==> src/rtl/inst_loader_if.sv <==
// Byte-stream and instruction-memory write bus for inst_loader.
// master: byte source / memory sink side. slave: the loader.
//   byte_valid/byte_in/byte_ready : length-prefixed big-endian byte stream
//   wr_en/wr_addr/wr_data         : single-cycle instruction memory write
interface inst_loader_if;
  logic        byte_valid;
  logic [7:0]  byte_in;
  logic        byte_ready;
  logic        wr_en;
  logic [15:0] wr_addr;
  logic [31:0] wr_data;

  modport master (
    output byte_valid, byte_in,
    input  byte_ready, wr_en, wr_addr, wr_data
  );

  modport slave (
    input  byte_valid, byte_in,
    output byte_ready, wr_en, wr_addr, wr_data
  );
endinterface

==> src/rtl/inst_loader.sv <==
// Program loader: accepts a 16-bit length N followed by N big-endian 32-bit
// words, writes them to instruction memory at BASE_ADDR+index, and holds the
// CPU while loading.
//   clk, rst   : clock, asynchronous active-high reset
//   start      : begin a load (honoured only in IDLE/DONE/ERR)
//   bus        : byte stream in, memory write strobe/address/data out
//   cpu_hold   : stall fetch while a load is in progress
//   done / err : level status of the last load (ok / length > DEPTH)
module inst_loader #(
  parameter logic [15:0] BASE_ADDR = 16'h0000,
  parameter int unsigned DEPTH     = 256
) (
  input  logic         clk,
  input  logic         rst,
  input  logic         start,
  inst_loader_if.slave bus,
  output logic         cpu_hold,
  output logic         done,
  output logic         err
);

  localparam logic [16:0] DEPTH_W = 17'(DEPTH);

  typedef enum logic [2:0] {
    IDLE, LEN_HI, LEN_LO, DATA, WRITE, DONE, ERR
  } state_e;

  state_e      state_q, state_d;
  logic [15:0] len_q, len_d;
  logic [15:0] idx_q, idx_d;
  logic [1:0]  cnt_q, cnt_d;
  logic [31:0] word_q, word_d;
  logic        byte_ready_q, byte_ready_d;
  logic        wr_en_q, wr_en_d;
  logic [15:0] wr_addr_q, wr_addr_d;
  logic [31:0] wr_data_q, wr_data_d;
  logic        cpu_hold_q, cpu_hold_d;
  logic        done_q, done_d;
  logic        err_q, err_d;
  logic        accept;

  // byte_ready_q is itself a decode of the registered state
  assign accept = bus.byte_valid && byte_ready_q;

  // Next-state and next-output logic; outputs are decoded from state_d so
  // they are valid as flops in the cycle the new state is entered.
  always_comb begin
    state_d   = state_q;
    len_d     = len_q;
    idx_d     = idx_q;
    cnt_d     = cnt_q;
    word_d    = word_q;
    wr_en_d   = 1'b0;
    wr_addr_d = wr_addr_q;
    wr_data_d = wr_data_q;

    case (state_q)
      IDLE, DONE, ERR: begin
        if (start) begin
          state_d = LEN_HI;
          idx_d   = 16'd0;
          cnt_d   = 2'd0;
        end
      end
      LEN_HI: begin
        if (accept) begin
          len_d   = {bus.byte_in, len_q[7:0]};
          state_d = LEN_LO;
        end
      end
      LEN_LO: begin
        if (accept) begin
          len_d = {len_q[15:8], bus.byte_in};
          if (len_d == 16'd0)                 state_d = DONE;
          else if ({1'b0, len_d} > DEPTH_W)   state_d = ERR;
          else                                state_d = DATA;
        end
      end
      DATA: begin
        if (accept) begin
          word_d = {word_q[23:0], bus.byte_in};
          cnt_d  = cnt_q + 2'd1;
          if (cnt_q == 2'd3) begin
            state_d   = WRITE;
            wr_en_d   = 1'b1;
            wr_addr_d = BASE_ADDR + idx_q;
            wr_data_d = word_d;
          end
        end
      end
      WRITE: begin
        idx_d   = idx_q + 16'd1;
        state_d = (idx_d == len_q) ? DONE : DATA;
      end
      default: state_d = IDLE;
    endcase

    byte_ready_d = (state_d == LEN_HI) || (state_d == LEN_LO) || (state_d == DATA);
    cpu_hold_d   = byte_ready_d || (state_d == WRITE);
    done_d       = (state_d == DONE);
    err_d        = (state_d == ERR);
  end

  // State and output registers
  always_ff @(posedge clk or posedge rst) begin
    if (rst) begin
      state_q      <= IDLE;
      len_q        <= 16'd0;
      idx_q        <= 16'd0;
      cnt_q        <= 2'd0;
      word_q       <= 32'd0;
      byte_ready_q <= 1'b0;
      wr_en_q      <= 1'b0;
      wr_addr_q    <= 16'd0;
      wr_data_q    <= 32'd0;
      cpu_hold_q   <= 1'b0;
      done_q       <= 1'b0;
      err_q        <= 1'b0;
    end else begin
      state_q      <= state_d;
      len_q        <= len_d;
      idx_q        <= idx_d;
      cnt_q        <= cnt_d;
      word_q       <= word_d;
      byte_ready_q <= byte_ready_d;
      wr_en_q      <= wr_en_d;
      wr_addr_q    <= wr_addr_d;
      wr_data_q    <= wr_data_d;
      cpu_hold_q   <= cpu_hold_d;
      done_q       <= done_d;
      err_q        <= err_d;
    end
  end

  assign bus.byte_ready = byte_ready_q;
  assign bus.wr_en      = wr_en_q;
  assign bus.wr_addr    = wr_addr_q;
  assign bus.wr_data    = wr_data_q;
  assign cpu_hold       = cpu_hold_q;
  assign done           = done_q;
  assign err            = err_q;

endmodule

==> src/flat_wrapper.sv <==
// flat-port wrapper written by rule: the top's interface ports become plain ports
module inst_loader_flat 
#(
  parameter logic [15:0] BASE_ADDR = 16'h0000,
  parameter int unsigned DEPTH     = 256
)
  (clk, rst, start, cpu_hold, done, err, bus_byte_valid, bus_byte_in, bus_byte_ready, bus_wr_en, bus_wr_addr, bus_wr_data);
  inst_loader_if bus_i ();
  input  logic clk;
  input  logic rst;
  input  logic start;
  output logic cpu_hold;
  output logic done;
  output logic err;
  input wire logic [$bits(bus_i.byte_valid)-1:0] bus_byte_valid;
  input wire logic [$bits(bus_i.byte_in)-1:0] bus_byte_in;
  output wire logic [$bits(bus_i.byte_ready)-1:0] bus_byte_ready;
  output wire logic [$bits(bus_i.wr_en)-1:0] bus_wr_en;
  output wire logic [$bits(bus_i.wr_addr)-1:0] bus_wr_addr;
  output wire logic [$bits(bus_i.wr_data)-1:0] bus_wr_data;
  assign bus_i.byte_valid = bus_byte_valid;
  assign bus_i.byte_in = bus_byte_in;
  assign bus_byte_ready = bus_i.byte_ready;
  assign bus_wr_en = bus_i.wr_en;
  assign bus_wr_addr = bus_i.wr_addr;
  assign bus_wr_data = bus_i.wr_data;
  inst_loader #(.BASE_ADDR(BASE_ADDR), .DEPTH(DEPTH)) u_core (.clk(clk), .rst(rst), .start(start), .bus(bus_i), .cpu_hold(cpu_hold), .done(done), .err(err));
endmodule
==> config.mk <==
export PLATFORM = sky130hd
export DESIGN_NAME = inst_loader_flat
export DESIGN_NICKNAME = d
export VERILOG_FILES = /design/src/rtl/inst_loader_if.sv /design/src/rtl/inst_loader.sv /design/src/flat_wrapper.sv
export SDC_FILE = /design/constraint.sdc
export NUM_CORES = 1
export LEC_CHECK = 0
export ABC_AREA = 1
export CAP_MARGIN = 5
export CELL_PAD_IN_SITES_DETAIL_PLACEMENT = 1
export CELL_PAD_IN_SITES_GLOBAL_PLACEMENT = 2
export CORE_MARGIN = 8
export CORE_UTILIZATION = 33
export CTS_CLUSTER_DIAMETER = 100
export DETAILED_ROUTE_END_ITERATION = 10
export PLACE_DENSITY_LB_ADDON = 0.1
export SLEW_MARGIN = 0
export SYNTH_ARGS = -nofsm -noshare
export SYNTH_HDL_FRONTEND = slang
export SYNTH_SLANG_ARGS = --single-unit
==> constraint.sdc <==
create_clock -name clk -period 4.98 [get_ports clk]
set_input_delay 0.996 -clock clk [delete_from_list [all_inputs] [get_ports clk]]
set_output_delay 0.996 -clock clk [all_outputs]
set_load 0.02 [all_outputs]
* After elaboration in Yosys (flattened, before gate mapping)
Cells that the tools add are included.
** Word-level totals
- Input bits :: 12
- Register bits after elaboration :: 114
- Bits in read-only memories :: 0
- Memory bits (writable) :: 0
- Output and inout bits :: 53
- Memories kept :: 0
- Bits in latches :: 0
** Cells by class
- Reduce and logical (&&, ||, !) cells :: 15
- $lt $le $gt $ge :: 1
- Multipliers :: 0
- Shifts and indexed selects :: 0
- Divide/modulo/power cells :: 0
- Multiplexer cells :: 20
- Equality and inequality tests :: 16
- Bitwise logic cells :: 2
- $add $sub $neg :: 2
** Operator list (count)
- $pmux 16 s2 :: 2
- $mux 16 :: 2
- $mux 3 :: 8
- $eq 3x3->1 const B :: 6
- $add 16x1->16 const B :: 1
- $eq 16x16->1 :: 1
- $gt 16x9->1 const B :: 1
- $logic_not 16->1 :: 1
- $pmux 3 s5 :: 1
- $eq 3x2->1 const B :: 4
- $reduce_and 3->1 :: 4
- $mux 8 :: 1
- $eq 3x1->1 const B :: 2
- $mux 2 :: 2
- $pmux 2 s2 :: 1
- $reduce_and 2->1 :: 2
- $reduce_bool 2->1 :: 2
- $logic_not 3->1 :: 1
- $logic_or 1x1->1 :: 3
- $mux 1 :: 3
- $reduce_or 3->1 :: 1
- $add 2x1->2 const B :: 1
- $eq 2x2->1 const B :: 1
- $ne 2x1->1 const B :: 1
- 3 further kinds :: 4

* Longest topological paths before layout
Gate-level depths: netlist (run 1).
- Word-level depth :: 9
- Gate-level depth with buffers :: 17

* Worst setup path after synthesis (run 1)
Ideal clock, no wire load.
- Path type :: in2reg
- Start point :: input bus_byte_valid
- End point :: register u_core.wr_addr_q[0] (netlist: u_core.bus.wr_addr[0])
- Path slack :: 2.769 ns
- Stages :: 7
- Path buffers :: 2
- Data arrival time :: 2.081 ns
- Cells stage by stage :: nand2_1 -> nor2_2 -> nand2_1 -> clkbuf_1 -> clkbuf_1 -> nand2_1 -> o21ai_0
** On the way
- Word-level cells in the longest chain between the ends :: 2
** RTL lines
- start: declaration :: line flat_wrapper.sv:15 : input wire logic [$bits(bus_i.byte_valid)-1:0] bus_byte_valid;
- $logic_and 1x1->1 :: line inst_loader.sv:43 : assign accept = bus.byte_valid && byte_ready_q;
- $reduce_and 3->1 (no line)
- end signal: assignment :: line inst_loader.sv:127 : wr_addr_q <= wr_addr_d;
- end: declaration :: line inst_loader.sv:35 : logic [15:0] wr_addr_q, wr_addr_d;
No other way between the ends.
A chain may end at the register's enable or synchronous reset.

* Worst setup path after layout (run 1)
- Start point :: input bus_byte_valid
- End point :: register u_core.wr_data_q[2] (netlist: u_core.bus.wr_data[2])
** On the way
- Word-level cells in the longest chain between the ends :: 2
** RTL lines
- $logic_and 1x1->1 :: line inst_loader.sv:43
- $reduce_and 3->1 (no line)
- end signal: assignment :: line inst_loader.sv:128 : wr_data_q <= wr_data_d;
- end: declaration :: line inst_loader.sv:36 : logic [31:0] wr_data_q, wr_data_d;
No other way between the ends.

==> reports/qor.txt, run 1 <==
status = finished clean
Crit-path slowest cell = clkdlybuf4s50_1
Area contributors post-synth = dfrtp_1, nand2_1, o21ai_0, inv_1, nand3_1
Total GRT Usage = 17.2%
GRT overflow = 0
PortBufs = 64
Post-Place Worst Slack = 1620 ps
switch share = 34.9%
PostCTS Resize Cnt = 0
WL/cell = 17.0 µm
nets = 728
cells along the critical path = clkdlybuf4s50_1 -> nand2_1 -> nor2_2 -> buf_4 -> nand2_2 -> buf_4 -> inv_1 -> nand2_1 -> nand2_1
Inserted Diodes = 0
Fin Setup TNS = 0 ps
Final ANT Viol Nets = 0
dpl cells = 911
I/O pins = 65
Die W = 142 µm
drc violations = 0
Worst Hold Class = reg -> reg
Most common cell on crit path = nand2_1
Mapped Cells = 644
total CTS buffers = 17
Setup CP Type = in -> reg
Final Hold Fails = 0
Final min period = 2880 ps
GPL Wtd Cong = 0.815
final worst clock skew = 8.26 ps
Initial Util = 33.3%
Finish-stage setup viols = 0
worst-margin pin slew = 925 ps
row count = 46
Worst-path clk slew = 50 ps
CP arrival = 3240 ps
RSZ-0062 raised after global routing = false
peak supply drop = 0.265 mV
pin count of the biggest net entering global routing = 74
vias post-DR = 4,533
Iter 0 DRT Violations = 234
CTS Hold Bufs = 0
number of max-cap violations = 0
H-tree depth = 4
Post-Syn Area = 5230 µm²
syn avg cell area = 8.12 µm²
clock share of power = 34.1%
ratio of cells with drive above 1 in the final layout = 8.83%
Num Clock Sinks = 114
first-pass GRT wire length = 26.4 mm
Cell Int Power = 2.26 mW
Reg power frac = 38.0%
fin cells = 941
Die Area = 20,100 µm²
Routed WL = 16.0 mm
total nets after synthesis = 658
final instance area = 6680 µm²
hpwl dp = 11.9 mm
Placed Area = 6110 µm²
CP Launch Type = primary input
Synth top area share = 54.6%
Max Clock Freq = 347 MHz
asr flop ratio synth = 100%
Power Density = 520 nW/µm²
initial antenna violation count = 0
WP data required = 5340 ps
Final Cycle Share = 57.9%
#FFs+latches synth = 114
Vias/cell = 4.82
Setup Buffers After CTS = 0
Seq/Total Area, Yosys = 54.6%
die span in y = 142 µm
CTS tree = done
slew margin rel. = 38.3%
Slew Limit Fails = 0
Max stage delay on crit path = 450 ps
most common cell in the netlist = nand2_1
floorplan core area = 15,700 µm²
Layout area overhead = 27.8%
Distinct cells, synth = 27
CP Max Fanout = 35
Post-synth EDFFs = 0
dominant cell type by area after synthesis = dfrtp_1
Clk Latency, worst-skew pair = 420 ps
Comb power frac = 27.9%
setup ws final = 2100 ps
Synth Flop Type = dfrtp_1
drt pass-1 iters = 4
switching power = 1.21 mW
vias in the first global route = 4,992
top cells by count, synth = nand2_1, dfrtp_1, o21ai_0
clk buf depth = 2
clk root buf = clkbuf_16
Pleak = 3.06 nW
Worst setup EP type = flip-flop
Ys Warns = 0
metal layers:
| metal | track usage [%] | vias to the layer above | share of wire [%] |
|---|---|---|---|
| met5 | 0 | - | 0 |
| met4 | 6.84 | 0 | 2.0 |
| met3 | 5.07 | 26 | 4.1 |
| met2 | 29.6 | 79 | 50 |
| met1 | 19.7 | 2225 | 44 |
| li1 | - | 2203 | - |
final timing paths:
| path | startpoint | endpoint | slack (ps) | cells after the start |
|---|---|---|---|---|
| worst min-delay path | u_core.bus.wr_addr[4] | u_core.bus.wr_addr[4] | 480 | 2 |
| min in group asynchronous | rst | u_core.bus.wr_addr[6] | 1130 | 2 |
| worst max register to register | u_core.state_q[0] | u_core.cpu_hold | 2570 | 9 |
| max in group asynchronous | rst | u_core.idx_q[9] | 2960 | 3 |
| worst max-delay path | bus_byte_valid | u_core.bus.wr_data[2] | 2100 | 9 |
| worst min register to register | u_core.bus.wr_addr[4] | u_core.bus.wr_addr[4] | 480 | 2 |
power groups by stage:
stage                     sequential, mW  clock (mW)  combinational (mW)
after floorplan                     1.36           0               0.554
after global placement              1.33           0               0.950
after detailed placement            1.34           0               0.985
after CTS                           1.32        1.21               0.995
after global routing                1.35        1.25                1.11
final                               1.32        1.19               0.971
placed cells by master, fill, tap and decap left out:
master and instances:
a21oi_1 3, a22o_1 1, and2_1 1, buf_4 6
bufinv_16 2, clkbuf_1 2, clkbuf_16 17, clkbuf_8 2
clkdlybuf4s50_1 64, clkinv_1 3, clkinv_2 2, clkinv_4 1
clkinvlp_4 4, dfrtp_1 114, ha_1 2, inv_1 73
inv_2 1, inv_4 1, nand2_1 199, nand2_2 13
nand3_1 55, nand3_2 4, nand3b_1 1, nand4_1 9
nor2_1 28, nor2_2 6, nor2_4 5, nor3_1 2
nor4_1 2, o21ai_0 90, o21ai_1 3, o22ai_1 8
o31ai_1 1
layout make-up:
class	instances	area, µm²
Clock inverter	9	109
Sequential cell	114	2850
Timing Repair Buffer	70	686
Clock buffer	21	460
Inverter	78	295
Fill cell	1877	9030
Multi-Input combinational cell	433	2010
Tap cell	216	270
registers in the layout, summed over array words and instances (netlist names):
register	cells
u_core.bus.wr_data	32
u_core.word_q	24
u_core.bus.wr_addr	16
u_core.idx_q	16
u_core.len_q	16
u_core.state_q	3
u_core.cnt_q	2
u_core.bus.byte_ready	1
u_core.bus.wr_en	1
u_core.cpu_hold	1
u_core.done	1
u_core.err	1
critical path, delay by kind of cell:
| family | cells | cell delay (ps) |
|---|---|---|
| AND/OR/NAND/NOR | 5 | 830 |
| buffers and inverters | 4 | 1390 |
kinds of logic (layout without fill, tap and decap cells):
logic type | Yosys count | after routing | share of synthesized area (%)
adder cells (fa/ha/maj) | 2 | 2 | 0.479
AND/OR/NAND/NOR | 325 | 325 | 27.4
AO/OA/AOI/OAI | 106 | 106 | 10.5
buffers and inverters | 97 | 178 | 7.08
flip-flops | 114 | 114 | 54.6
stage by stage:
step / utilization, % / hold WS [ps] / total power [mW]
2_1_floorplan: - / 442 / 1.91
3_5_place_dp: 38.9 / 471 / 2.32
3_3_place_gp: 38.9 / 465 / 2.28
6_report: 42.5 / 478 / 3.47
4_1_cts: 42.5 / 485 / 3.53
5_1_grt: 42.5 / 499 / 3.71
Power figures use the tool's default switching activity.
==> run 2, diff against run 1 <==
==> constraint.sdc (replaced) <==
create_clock -name clk -period 2.8 [get_ports clk]
set_input_delay 0.56 -clock clk [delete_from_list [all_inputs] [get_ports clk]]
set_output_delay 0.56 -clock clk [all_outputs]
set_load 0.02 [all_outputs]
==> run 2 against run 1 <==
Compared with the run above: hold slack gained 5.9 ps; routed wire length grew 1.8%; clock-buffer cell count shrank 3; cell area grew 2.2%; critical path type is now reg -> reg; highest routed layer unchanged; sequential cell count is the same; total power grew 83%; register-to-register slack lost 2100 ps; sequential power grew 78%.
==> reports/qor.txt, run 2 (synthesis results as in run 1) <==
GRT overflow = 0 (unchanged)
WP data required = 3100 ps (was 5340 ps)
Clk Latency, worst-skew pair = 420 ps (about the same)
Pleak = 3.15 nW (was 3.06 nW)
commonest non-fill, non-tap cell in the layout = nand2_1 (unchanged)
Num Clock Sinks = 114 (unchanged)
Initial Util = 33.3% (unchanged)
Worst-path clk slew = 60 ps (was 50 ps)
Die Area = 20,100 µm² (unchanged)
Iter 0 DRT Violations = 234 (unchanged)
Worst setup EP type = flip-flop (unchanged)
Design Power = 6.37 mW (was 3.47 mW)
Finish-stage setup viols = 0 (unchanged)
vias in the first global route = 4,932 (was 4,992)
final worst clock skew = 8.48 ps (was 8.26 ps)
floorplan core area = 15,700 µm² (unchanged)
PortBufs = 64 (unchanged)
RSZ-0062 raised after global routing = false (unchanged)
I/O pins = 65 (unchanged)
first-pass GRT wire length = 27.0 mm (was 26.4 mm)
CTS tree = done (unchanged)
CP Max Fanout = 7 (was 35)
hpwl dp = 12.3 mm (was 11.9 mm)
cells along the critical path = ha_1 -> nand2_2 -> nor2_4 -> nand4_1 -> nand2_1 -> nand2_1 -> nand2_1 -> nand2_1 -> nor2_1 -> nand3_1 -> nand2_1 -> nand3_1 -> nand2_2 -> nand2_1 (was clkdlybuf4s50_1 -> nand2_1 -> nor2_2 -> buf_4 -> nand2_2 -> buf_4 -> inv_1 -> nand2_1 -> nand2_1)
slew margin rel. = 69.1% (was 38.3%)
die span in y = 142 µm (unchanged)
Fin Setup TNS = 0 ps (unchanged)
CP Launch Type = flip-flop (was primary input)
Final Cycle Share = 81.9%
initial antenna violation count = 0 (unchanged)
Worst Hold Class = in -> async (was reg -> reg)
peak supply drop = 0.439 mV (was 0.265 mV)
Total GRT Usage = 17.5% (was 17.2%)
Max stage delay on crit path = 420 ps (was 450 ps)
max reg flops = 32 (unchanged)
ratio of cells with drive above 1 in the final layout = 10.7% (was 8.83%)
GPL Wtd Cong = 0.797 (was 0.815)
H-tree depth = 4 (unchanged)
Crit-path slowest cell = dfrtp_1 (was clkdlybuf4s50_1)
fin cells = 954 (was 941)
clk buf depth = 2 (unchanged)
vias post-DR = 4,497 (was 4,533)
CP arrival = 2590 ps (was 3240 ps)
Max Clock Freq = 436 MHz
Final min period = 2290 ps
worst hold margin = 484 ps (was 478 ps)
Slew Limit Fails = 0 (unchanged)
number of max-cap violations = 0 (unchanged)
clk root buf = clkbuf_16 (unchanged)
PostCTS Resize Cnt = 0 (unchanged)
Layout area overhead = 30.6% (was 27.8%)
Final Hold Fails = 0 (unchanged)
row count = 46 (unchanged)
total CTS buffers = 17 (unchanged)
Crit path max-delay family = simple AND/OR/NAND/NOR gates (was buffers and inverters)
WP buf/inv = 0 (was 4)
Routed WL = 16.3 mm (was 16.0 mm)
status = finished clean (unchanged)
most frequent cells in the layout = nand2_1, dfrtp_1, o21ai_0, inv_1, clkdlybuf4s50_1 (unchanged)
Setup CP Type = reg -> reg (was in -> reg)
Die W = 142 µm (unchanged)
drc violations = 0 (unchanged)
Setup Buffers After CTS = 0 (unchanged)
Inserted Diodes = 0 (unchanged)
Power Density = 933 nW/µm² (was 520 nW/µm²)
CTS Hold Bufs = 0 (unchanged)
worst-margin pin slew = 459 ps (was 925 ps)
Most common cell on crit path = nand2_1 (unchanged)
pin count of the biggest net entering global routing = 35 (was 74)
Vias/cell = 4.71 (was 4.82)
dpl cells = 922 (was 911)
Final ANT Viol Nets = 0 (unchanged)
drt pass-1 iters = 4 (unchanged)
WL/cell = 17.1 µm (was 17.0 µm)
nets = 739 (was 728)
## run 2: cell count changes in the layout (fill, tap and decap cells not counted), moves of 2 or more
cell      delta
buf_4       +10
clkbuf_1     -2
clkinv_4     +4
inv_6        +3
## run 2: cell type report
type | instances | area (µm²)
tap | 216 | 270
fill | 1889 | 8890
sequential | 114 | 2850
clock inverter | 14 | 180
timing repair buffer | 81 | 781
multi-input combinational | 433 | 2010
inverter | 78 | 297
clock buffer | 18 | 439
## run 2: stage by stage
step           instance area, µm²  util [%]  setup WS [ps]
5_1_grt                      6830      43.4            281
2_1_floorplan                5230         -            855
3_3_place_gp                 6210      39.5            264
6_report                     6830      43.4            506
3_5_place_dp                 6210      39.5            240
4_1_cts                      6830      43.4            496
## run 2: routing by layer
metal  global-route usage [%]  vias to the layer above  wire length (µm)
li1                         -                     2224                 -
met4                     4.69                        0               138
met5                        0                        -                 0
met3                     5.01                       10               566
met1                     20.8                     2205              7380
met2                     30.1                       58              8190
## run 2: power breakdown
part           total (mW)  switching, mW  leakage [nW]  internal (mW)
Combinational        1.75           1.13          1.33          0.626
Sequential           2.35          0.269          1.51           2.08
Clock                2.27          0.834         0.297           1.43
## run 2: worst paths after layout
path,slack [ps],cells after the start,start,endpoint
max in group asynchronous,1680,3,rst,u_core.bus.wr_data[20]
max reg2reg,510,14,u_core.idx_q[0],u_core.cpu_hold
min reg2reg,480,2,u_core.bus.wr_addr[6],u_core.bus.wr_addr[6]
min,480,2,rst,u_core.bus.wr_data[21]
max,510,14,u_core.idx_q[0],u_core.cpu_hold
min in group clk,480,2,u_core.bus.wr_addr[6],u_core.bus.wr_addr[6]
